## src/rtl/exec_wb_stage_if.sv

```systemverilog
// Handshake and result bus between the ALU, the execute/writeback buffer and
// the writeback stage. The stage uses the slave modport. The environment
// that feeds and drains the stage uses the master modport.
interface exec_wb_stage_if #(
  parameter int unsigned DATA_W = 32,
  parameter int unsigned RD_W   = 4
);
  logic              in_valid;
  logic              in_ready;
  logic [DATA_W-1:0] in_result;
  logic              in_c;
  logic              in_z;
  logic              in_n;
  logic [RD_W-1:0]   in_rd;
  logic              in_wr_en;
  logic              in_set_flags;
  logic              flush;
  logic              out_valid;
  logic              out_ready;
  logic [DATA_W-1:0] out_result;
  logic [RD_W-1:0]   out_rd;
  logic              out_wr_en;
  logic [2:0]        flags_nzc;

  modport slave (
    input  in_valid, in_result, in_c, in_z, in_n, in_rd, in_wr_en,
           in_set_flags, flush, out_ready,
    output in_ready, out_valid, out_result, out_rd, out_wr_en, flags_nzc
  );

  modport master (
    output in_valid, in_result, in_c, in_z, in_n, in_rd, in_wr_en,
           in_set_flags, flush, out_ready,
    input  in_ready, out_valid, out_result, out_rd, out_wr_en, flags_nzc
  );
endinterface

```

## src/rtl/exec_wb_stage.sv

```systemverilog
// Execute-to-writeback buffer with the architectural flag register {N,Z,C}.
// Configuration macro EXWB_SKID_EN:
//   defined   -> 2-entry skid buffer, in_ready depends only on registered occupancy
//   undefined -> single register, in_ready = !out_valid || out_ready (combinational)
// Flush discards buffered and incoming entries. It leaves the flags untouched.
module exec_wb_stage #(
  parameter int unsigned DATA_W = 32,
  parameter int unsigned RD_W   = 4
) (
  input  logic          clk,
  input  logic          rst_n,
  exec_wb_stage_if.slave bus
);

  logic              w_accept;
  logic              w_retire;
  logic              w_in_ready;
  logic              w_out_valid;

  logic [1:0]        r_count;
  logic [DATA_W-1:0] r_res0;
  logic [RD_W-1:0]   r_rd0;
  logic              r_wr0;
`ifdef EXWB_SKID_EN
  logic [DATA_W-1:0] r_res1;
  logic [RD_W-1:0]   r_rd1;
  logic              r_wr1;
`endif
  logic [2:0]        r_flags;

  assign w_out_valid = (r_count != 2'd0);
`ifdef EXWB_SKID_EN
  assign w_in_ready  = (r_count != 2'd2);
`else
  assign w_in_ready  = !w_out_valid || bus.out_ready;
`endif

  // Flush overrides both accept and retire.
  assign w_accept = bus.in_valid && w_in_ready && !bus.flush;
  assign w_retire = w_out_valid && bus.out_ready && !bus.flush;

  // Occupancy: a simultaneous accept and retire leaves it unchanged.
  always_ff @(posedge clk or negedge rst_n) begin
    if (!rst_n) begin
      r_count <= '0;
    end else if (bus.flush) begin
      r_count <= '0;
    end else begin
      r_count <= r_count + {1'b0, w_accept} - {1'b0, w_retire};
    end
  end

  // Head slot: this is the entry presented downstream.
  always_ff @(posedge clk or negedge rst_n) begin
    if (!rst_n) begin
      r_res0 <= '0;
      r_rd0  <= '0;
      r_wr0  <= 1'b0;
    end else if (!bus.flush) begin
`ifdef EXWB_SKID_EN
      // On retire, the second slot moves up when it is occupied.
      // Otherwise a same-edge accept goes straight into the head.
      if (w_retire && r_count == 2'd2) begin
        r_res0 <= r_res1;
        r_rd0  <= r_rd1;
        r_wr0  <= r_wr1;
      end else if (w_accept && (w_retire || r_count == 2'd0)) begin
        r_res0 <= bus.in_result;
        r_rd0  <= bus.in_rd;
        r_wr0  <= bus.in_wr_en;
      end
`else
      if (w_accept) begin
        r_res0 <= bus.in_result;
        r_rd0  <= bus.in_rd;
        r_wr0  <= bus.in_wr_en;
      end
`endif
    end
  end

`ifdef EXWB_SKID_EN
  // Second slot: it is filled only when the head is occupied and stalled.
  always_ff @(posedge clk or negedge rst_n) begin
    if (!rst_n) begin
      r_res1 <= '0;
      r_rd1  <= '0;
      r_wr1  <= 1'b0;
    end else if (w_accept && !w_retire && r_count == 2'd1) begin
      r_res1 <= bus.in_result;
      r_rd1  <= bus.in_rd;
      r_wr1  <= bus.in_wr_en;
    end
  end
`endif

  // Flags update when the entry is accepted. They do not wait for retirement.
  always_ff @(posedge clk or negedge rst_n) begin
    if (!rst_n) begin
      r_flags <= 3'b000;
    end else if (w_accept && bus.in_set_flags) begin
      r_flags <= {bus.in_n, bus.in_z, bus.in_c};
    end
  end

  assign bus.in_ready   = w_in_ready;
  assign bus.out_valid  = w_out_valid;
  assign bus.out_result = w_out_valid ? r_res0 : '0;
  assign bus.out_rd     = w_out_valid ? r_rd0  : '0;
  assign bus.out_wr_en  = w_out_valid && r_wr0;
  assign bus.flags_nzc  = r_flags;

endmodule

```

## src/flat_wrapper.sv

```systemverilog
// flat-port wrapper written by rule: the top's interface ports become plain ports
module exec_wb_stage_flat 
#(
  parameter int unsigned DATA_W = 32,
  parameter int unsigned RD_W   = 4
)
  (clk, rst_n, bus_in_valid, bus_in_result, bus_in_c, bus_in_z, bus_in_n, bus_in_rd, bus_in_wr_en, bus_in_set_flags, bus_flush, bus_out_ready, bus_in_ready, bus_out_valid, bus_out_result, bus_out_rd, bus_out_wr_en, bus_flags_nzc);
  exec_wb_stage_if #(.DATA_W(DATA_W), .RD_W(RD_W)) bus_i ();
  input  logic clk;
  input  logic rst_n;
  input wire logic [$bits(bus_i.in_valid)-1:0] bus_in_valid;
  input wire logic [$bits(bus_i.in_result)-1:0] bus_in_result;
  input wire logic [$bits(bus_i.in_c)-1:0] bus_in_c;
  input wire logic [$bits(bus_i.in_z)-1:0] bus_in_z;
  input wire logic [$bits(bus_i.in_n)-1:0] bus_in_n;
  input wire logic [$bits(bus_i.in_rd)-1:0] bus_in_rd;
  input wire logic [$bits(bus_i.in_wr_en)-1:0] bus_in_wr_en;
  input wire logic [$bits(bus_i.in_set_flags)-1:0] bus_in_set_flags;
  input wire logic [$bits(bus_i.flush)-1:0] bus_flush;
  input wire logic [$bits(bus_i.out_ready)-1:0] bus_out_ready;
  output wire logic [$bits(bus_i.in_ready)-1:0] bus_in_ready;
  output wire logic [$bits(bus_i.out_valid)-1:0] bus_out_valid;
  output wire logic [$bits(bus_i.out_result)-1:0] bus_out_result;
  output wire logic [$bits(bus_i.out_rd)-1:0] bus_out_rd;
  output wire logic [$bits(bus_i.out_wr_en)-1:0] bus_out_wr_en;
  output wire logic [$bits(bus_i.flags_nzc)-1:0] bus_flags_nzc;
  assign bus_i.in_valid = bus_in_valid;
  assign bus_i.in_result = bus_in_result;
  assign bus_i.in_c = bus_in_c;
  assign bus_i.in_z = bus_in_z;
  assign bus_i.in_n = bus_in_n;
  assign bus_i.in_rd = bus_in_rd;
  assign bus_i.in_wr_en = bus_in_wr_en;
  assign bus_i.in_set_flags = bus_in_set_flags;
  assign bus_i.flush = bus_flush;
  assign bus_i.out_ready = bus_out_ready;
  assign bus_in_ready = bus_i.in_ready;
  assign bus_out_valid = bus_i.out_valid;
  assign bus_out_result = bus_i.out_result;
  assign bus_out_rd = bus_i.out_rd;
  assign bus_out_wr_en = bus_i.out_wr_en;
  assign bus_flags_nzc = bus_i.flags_nzc;
  exec_wb_stage #(.DATA_W(DATA_W), .RD_W(RD_W)) u_core (.clk(clk), .rst_n(rst_n), .bus(bus_i));
endmodule
```

## config.mk

```make
export PLATFORM = sky130hd
export DESIGN_NAME = exec_wb_stage_flat
export DESIGN_NICKNAME = d
export VERILOG_FILES = /design/src/rtl/exec_wb_stage_if.sv /design/src/rtl/exec_wb_stage.sv /design/src/flat_wrapper.sv
export SDC_FILE = /design/constraint.sdc
export NUM_CORES = 1
export LEC_CHECK = 0
export CORE_MARGIN = 2
export CORE_UTILIZATION = 42
export CTS_CLUSTER_SIZE = 28
export DETAILED_ROUTE_END_ITERATION = 6
export PLACE_DENSITY = 0.78
export REMOVE_ABC_BUFFERS = 1
export SLEW_MARGIN = 20
export SYNTH_ARGS = -nofsm -noshare
export SYNTH_HDL_FRONTEND = slang
export SYNTH_SLANG_ARGS = --single-unit
```

## constraint.sdc

```tcl
create_clock -name clk -period 2.3 [get_ports clk]
set_input_delay 0.46 -clock clk [delete_from_list [all_inputs] [get_ports clk]]
set_output_delay 0.46 -clock clk [all_outputs]
set_load 0.005 [all_outputs]
```

; ---- After elaboration in Yosys (flattened, before gate mapping)
; Cells that the tools add are included.
; Widths: inputs -> output; s select.
[word_totals]
out_inout_bits = 42
word_cells = 22
reg_bits = 42
[op_classes]
add_sub_neg = 2
reduce_logical = 11
n_mux = 3
bitwise_logic = 1
[ops]
columns = cell, n
row1 = $mux 32, 1
row2 = $logic_and 1x1->1, 6
row3 = $mux 4, 1
row4 = $add 2x1->2, 1
row5 = $logic_not 1->1, 2
row6 = $mux 2, 1
row7 = $reduce_and 2->1, 1
row8 = $reduce_bool 2->1, 1
row9 = $sub 2x1->2, 1
row10 = $logic_or 1x1->1, 1
row11 = $not 1->1, 1

; ---- Logic depth before layout (Yosys ltp)
; Gate-level depths: netlist (run 1).
[logic_depth]
word_depth = 8
mapped_depth = 9
mapped_depth_nobuf = 7

; ---- Worst setup path before layout (run 1)
; No wires, ideal clock.
[synth_path]
path_kind = input-to-reg
startpoint = in bus_in_valid
endpoint = reg u_core.r_count[0]
path_slack_ps = 563
required_ps = 2182
path_stages = 8
arrival_time_ps = 1619
n_path_buf = 2
cell_sequence = nor2b_2 > o21ai_2 > buf_6 > buf_8 > ha_1 > inv_1 > ha_1 > nor2b_1
[synth_between]
elab_chain_cells = 5
[synth_rtl]
columns = element, line
row1 = "start, declared", flat_wrapper.sv:11  ; input wire logic [$bits(bus_i.in_valid)-1:0] bus_in_valid;
row2 = $logic_and 1x1->1 (2 in series), exec_wb_stage.sv:39  ; assign w_accept = bus.in_valid && w_in_ready && !bus.flush;
row3 = $add 2x1->2, exec_wb_stage.sv:49  ; r_count <= r_count + {1'b0, w_accept} - {1'b0, w_retire};
row4 = $sub 2x1->2, exec_wb_stage.sv:49
row5 = $mux 2, exec_wb_stage.sv:46  ; end else if (bus.flush) begin
row6 = "end signal, assigned", exec_wb_stage.sv:49
row7 = "end, declared", exec_wb_stage.sv:20  ; logic [1:0] r_count;
; Every way passes these cells.
; A chain may end at the register's enable or synchronous reset.

; ---- Worst setup path in the final report (run 1)
[layout_path]
startpoint = reg u_core.r_count[1]
endpoint = out bus_out_result[6]
[layout_between]
elab_chain_cells = 2
[layout_rtl]
columns = element, line
row1 = $reduce_bool 2->1, exec_wb_stage.sv:31  ; assign w_out_valid = (r_count != 2'd0);
row2 = $mux 32, exec_wb_stage.sv:108  ; assign bus.out_result = w_out_valid ? r_res0 : '0;
row3 = "end, declared", flat_wrapper.sv:23  ; output wire logic [$bits(bus_i.out_result)-1:0] bus_out_result;
; Every way passes these cells.

==> run metrics, run 1 <==
Hold Vio Cnt, Final 0; MaxCap Viol Count 0; worst r2r path cells 6; die width 72.67 µm; Max Fclk 464.0 MHz; Avg Vias per Cell 4.613; Final period util 0.9370; share of cells above drive strength 1 0.2457; Total GRT Usage 0.1623; post_cts resized 0; area delta synth->final 51.74%; Worst EP required 1840 ps; Cell Chain, Critical Path nor2_4 > buf_12 > nor2b_1 > clkdlybuf4s50_1; Hold Crit Class in2async; Critical Path Fanout Max 38; Internal Pwr Total around 1.8 mW; Layout fillers 342; drt wl/cell 13.94 µm; gr ovfl total 0; Seq/Total Area, Yosys 0.5306; CP bufs+invs 2; first-pass GRT wire length about 6500 µm; Max stage delay on crit path 460 ps; Slew Viols, Final 0; CTS tree done; placed cell count between 200 and 300; initial antenna violation count 0; PwrDens 820.1 mW/mm²; top post-synthesis cells by area dfrtp_1 (53%), mux2_4 (14%), nor2b_1 (12%); clk buf depth 2; Synth top area share 0.5306; clock tree sinks 42; Diodes inserted 0; cell taking the most area after synthesis dfrtp_1; Cells after Synth 141; P_sw 639.2 µW; Post-Syn Area about 0.0020 mm²; unrepaired setup endpoints after global routing no; Arrival @ worst endpoint 1700 ps; DP HPWL roughly 2800 µm; clock group share of total power 0.195; slowest cell on the critical path clkdlybuf4s50_1; Via Count 1310; static leakage 1.294 nW; synthesized area per cell 14.05 µm²; Finish-stage setup viols 0; Seq. cell area 0.001051 mm²; number of I/O port buffers 87; Crit path max-delay family buffers and inverters; clk_skew 2.997 ps; Reg clk slew, reported paths 80 ps; Yosys cell types 19; Boundary Pins 88; Max-slew headroom 0.6542; setup repair bufs after CTS 0; Comb pwr share 0.399; Seq cells post-synth 42; outcome completed; synth warn 0; maximum vdd drop just under 500 µV; crit path time final 2155 ps; CTS Hold Bufs 0; largest net degree at the start of global routing 43; drt first pass iters 3; final core utilization 0.6762; WS Path Type reg2out; Worst Setup SP u_core.r_count[1]; DR iter-0 viols 87; num rows 24; Placer Congestion about 0.65; DRC violations left 0; CP Launch Type flip-flop; final WL 3960 µm; Core Footprint between 0.004 and 0.005 mm²; H-tree depth 2; Flop pwr share 0.406; Final nets ~280; Slew @ Worst Pin 518.7 ps; Crit path depth 4; initial core utilization 0.4457; die area ~0.0053 mm²; CTS buffer count 5; Die Height 72.67 µm; Clk Latency, worst-skew pair 280 ps; vias in the first global route 1323; footprint of the multi-input gates between 800 and 900 µm²; CTS root buffer clkbuf_8; reg2reg start u_core.r_count[1]; antenna violation net count after detailed routing 0; non-filler cells, final 284; Sw Share 0.2594; CP endpoint kind output pin
==> sequential cells by signal (all words and copies together) (netlist names) <==
signal and flops:
u_core.bus.flags_nzc 3, u_core.r_wr0 1, u_core.r_rd0 4, u_core.r_count 2, u_core.r_res0 32
==> cells in the final DEF, fill, tap and decap left out <==
| cell | instances |
|---|---|
| nor3b_1 | 1 |
| mux2_4 | 19 |
| o211a_1 | 1 |
| buf_2 | 1 |
| or2_2 | 1 |
| clkbuf_8 | 6 |
| clkinvlp_4 | 1 |
| dfrtp_1 | 42 |
| buf_4 | 2 |
| nor2_1 | 1 |
| mux2_2 | 21 |
| inv_1 | 2 |
| nor2b_1 | 38 |
| nor2_4 | 1 |
| clkinv_2 | 1 |
| buf_12 | 2 |
| clkdlybuf4s50_1 | 86 |
| xor2_1 | 1 |
| xnor2_1 | 1 |
| ha_1 | 2 |
| nor2b_2 | 1 |
| o21ai_4 | 1 |
==> layout make-up <==
cell class	instances	share of cell area
clock buffers	6	0.02748
multi-input cells	89	0.2881
well taps	52	0.02165
inverters	2	0.002498
repair buffers	91	0.3064
flip-flops and latches	42	0.3497
clock inverters	2	0.004163
==> synthesized netlist by cell type <==
cell,count
mux2_2,21
or2_2,1
o21ai_2,1
nor2b_2,1
buf_4,1
nor2b_1,38
inv_1,2
xor2_1,1
nor2_1,1
buf_8,2
o211a_1,1
ha_1,2
dfrtp_1,42
buf_6,1
nor3b_1,1
xnor2_1,1
mux2_4,19
clkbuf_1,4
nor2_4,1
==> worst reg2reg max path, cell delays in order (launching register included) <==
cell,delay (ps)
dfrtp_1,420
nor2_4,220
o21ai_4,90
ha_1,280
inv_1,40
ha_1,250
nor2b_1,130
==> cells by family (layout without fill, tap and decap cells) <==
logic type,after synthesis,after routing,synth area share
buffers and inverters,10,101,0.03601
flip-flops,42,42,0.5306
XOR/XNOR,2,2,0.008846
AO/OA/AOI/OAI,2,2,0.009477
adder cells (fa/ha/maj),2,2,0.01263
multiplexers,40,40,0.2634
AND/OR/NAND/NOR,43,43,0.1390
==> power groups by stage <==
stage	registers, mW	logic, mW	clock network (mW)
after detailed placement	1.02	0.998	0
after CTS	1.00	1.01	0.506
after floorplan	0.995	0.467	0
final	1.00	0.983	0.480
after global placement	1.00	0.994	0
after global routing	1.03	1.07	0.541
==> path summary, 6_finish.rpt <==
check / slack [ps] / endpoint
max: 140 / bus_out_result[6]
max reg2reg: 770 / u_core.r_count[0]
max in group asynchronous: 1710 / u_core.r_rd0[1]
min reg2reg: 500 / u_core.r_res0[23]
min in group clk: 500 / u_core.r_res0[23]
min: 230 / u_core.r_res0[7]
==> layer usage <==
layer	global-route usage	vias up	part of all wire
li1	-	642	-
met1	0.2103	612	0.43
met2	0.2495	52	0.48
met3	0.06768	4	0.082
met4	0.04938	0	0.0088
met5	0	-	0
==> metrics by stage <==
step	TNS [ps]	worst slack (ps)	total power [mW]	instance area, µm²	hold slack, ps
3_5_place_dp	0	223.4	2.014	2910	483.0
2_1_floorplan	-3489	-470.8	1.462	1917	164.4
3_3_place_gp	0	239.9	1.999	2910	478.7
4_1_cts	0	104.6	2.513	3005	247.4
5_1_grt	0	21.74	2.637	3005	257.8
6_report	0	145.0	2.465	3005	231.7
(Power assumes the default switching activity.)
==> run 2: changes to the inputs <==
--- a/config.mk
+++ b/config.mk
@@ -5,10 +5,11 @@
 export SDC_FILE = /design/constraint.sdc
 export NUM_CORES = 1
 export LEC_CHECK = 0
-export CORE_MARGIN = 2
+export CORE_MARGIN = 1
 export CORE_UTILIZATION = 42
 export CTS_CLUSTER_SIZE = 28
 export DETAILED_ROUTE_END_ITERATION = 6
+export GPL_TIMING_DRIVEN = 0
 export PLACE_DENSITY = 0.78
 export REMOVE_ABC_BUFFERS = 1
 export SLEW_MARGIN = 20
==> run 2 against run 1 <==
Net effect: the flow now finishes with violations (DRC); global-route usage is 2.6 points higher; clock-buffer cell count is 1 lower; sequential share of layout area is 0.46 points lower; combinational power is 1% lower; maximum frequency is 2.3% lower; critical path type unchanged; highest routed layer unchanged.
==> run metrics, run 2 (synthesis gave the netlist of run 1 again) <==
PwrDens 840.1 mW/mm²; reg2reg start u_core.r_count[1]; die width 70.67 µm; R2R Setup Slk 270 ps; unrepaired setup endpoints after global routing no; CTS buffer count 5; largest net degree at the start of global routing 26; Avg Vias per Cell around 4.8; num rows 24; footprint of the multi-input gates 894.6 µm²; Slew Viols, Final 0; pre-CTS WS -131.6 ps; gr ovfl total 0; Max-slew headroom 0.6256; vias in the first global route 1354; Worst EP required 1840 ps; DRC violations left 14; antenna violation net count after detailed routing 0; H-tree depth 2; setup repair bufs after CTS 0; Critical Path Fanout Max 11; clk_skew 3.669 ps; commonest cells after routing, fill and taps aside clkdlybuf4s50_1 (72), dfrtp_1 (40), nor2b_1 (38); Via Count 1371; Cell Chain, Critical Path nor2_4 > or2_2 > clkdlybuf4s50_1; share of cells above drive strength 1 0.2607; Hold Vio Cnt, Final 0; DR iter-0 viols 73; sum of negative setup slack 0 ps; worst r2r path cells 8; clk buf depth 2; final WL about 4400 µm; Largest register FFs 32; MaxCap Viol Count 0; crit path time final 2206 ps; failing checks DRC; drt wl/cell 15.56 µm; worst r2r dst u_core.r_count[1]; Hold Crit Class in2async; Slew @ Worst Pin 561.1 ps; Final Power 2.565 mW; clock tree sinks between 40 and 50; Reg clk slew, reported paths 80 ps; CTS tree done; first-pass GRT wire length 6893 µm; Max Fclk 453.3 MHz; Reg with most FFs u_core.r_res0; Placer Congestion 0.6796; most common library cell in the layout ignoring fill and taps clkdlybuf4s50_1; initial antenna violation count 0; Diodes inserted 0; CP Launch Type flip-flop; Final period util 0.9593; Core Footprint 0.004444 mm²; Seq. cell area 0.001054 mm²; Boundary Pins 88; maximum vdd drop 452.3 µV; CTS root buffer clkbuf_8; slowest cell on the critical path dfrtp_2; DP HPWL between 2000 and 3000 µm; Max stage delay on crit path 490 ps; CP endpoint kind output pin; Die Height 70.67 µm; Crit path max-delay family flip-flops; worst setup margin 93.71 ps; number of I/O port buffers 87; Final nets 281; Post-Layout Inst Area 0.003053 mm²; placed cell area 0.002930 mm²; static leakage 1.374 nW; Clk Latency, worst-skew pair 290 ps; CP bufs+invs 1; initial core utilization 0.4457; Layout fillers ~360; die area 0.004994 mm²; Finish-stage setup viols 0; area delta synth->final 54.14%; drt first pass iters 6; WS Path Type reg2out; Total GRT Usage 0.1882; outcome finished with violations; Arrival @ worst endpoint ~1800 ps
==> run 2: what timing repair did <==
item | in CTS | in global routing
endpoints found under the setup margin | 41 | 15
resized for setup | 17 | 1
gates cloned | 2 | 1
pin swaps | 1 | 1
hold buffers | 0 | 0
==> run 2: final cells by class <==
cell class,count,area share
clock inverters,3,0.01311
repair buffers,90,0.3025
flip-flops and latches,42,0.3451
well taps,52,0.02131
clock buffers,5,0.02254
inverters,2,0.002459
multi-input cells,92,0.2930
==> run 2: report_power, final <==
group          switching, mW  total, mW  internal, mW
combinational          0.343      0.970         0.627
clock                  0.256      0.575         0.319
sequential            0.0991       1.02         0.920
total                  0.698       2.56          1.87
==> run 2: worst max path at each step <==
| stage | slack [ps] | end | cells past startpoint | startpoint |
|---|---|---|---|---|
| floorplan | -470 | u_core.r_count[0] | 6 | u_core.r_count[1] |
| global placement | -1410 | u_core.r_count[0] | 6 | bus_out_ready |
| detailed placement | -130 | u_core.r_count[1] | 8 | u_core.r_count[1] |
| CTS | 2 | bus_out_result[6] | 3 | u_core.r_count[0] |
| global route | 20 | bus_in_ready | 3 | u_core.r_count[0] |
| finish | 90 | bus_in_ready | 3 | u_core.r_count[0] |
==> run 2: stage by stage <==
stage,hold slack (ps),utilization,cells
finish,89.44,0.6869,286
global route,113.5,0.6869,286
CTS,97.03,0.6844,285
detailed placement,418.5,0.6593,275
global placement,478.6,0.6419,272
floorplan,164.4,-,133
==> run 2: metal layers <==
layer / up-vias / share of wire / global-route usage
met5: - / 0 / 0
met4: 0 / 0.016 / 0.07333
met3: 4 / 0.063 / 0.06268
met2: 54 / 0.49 / 0.3128
met1: 661 / 0.43 / 0.2280
li1: 652 / - / -
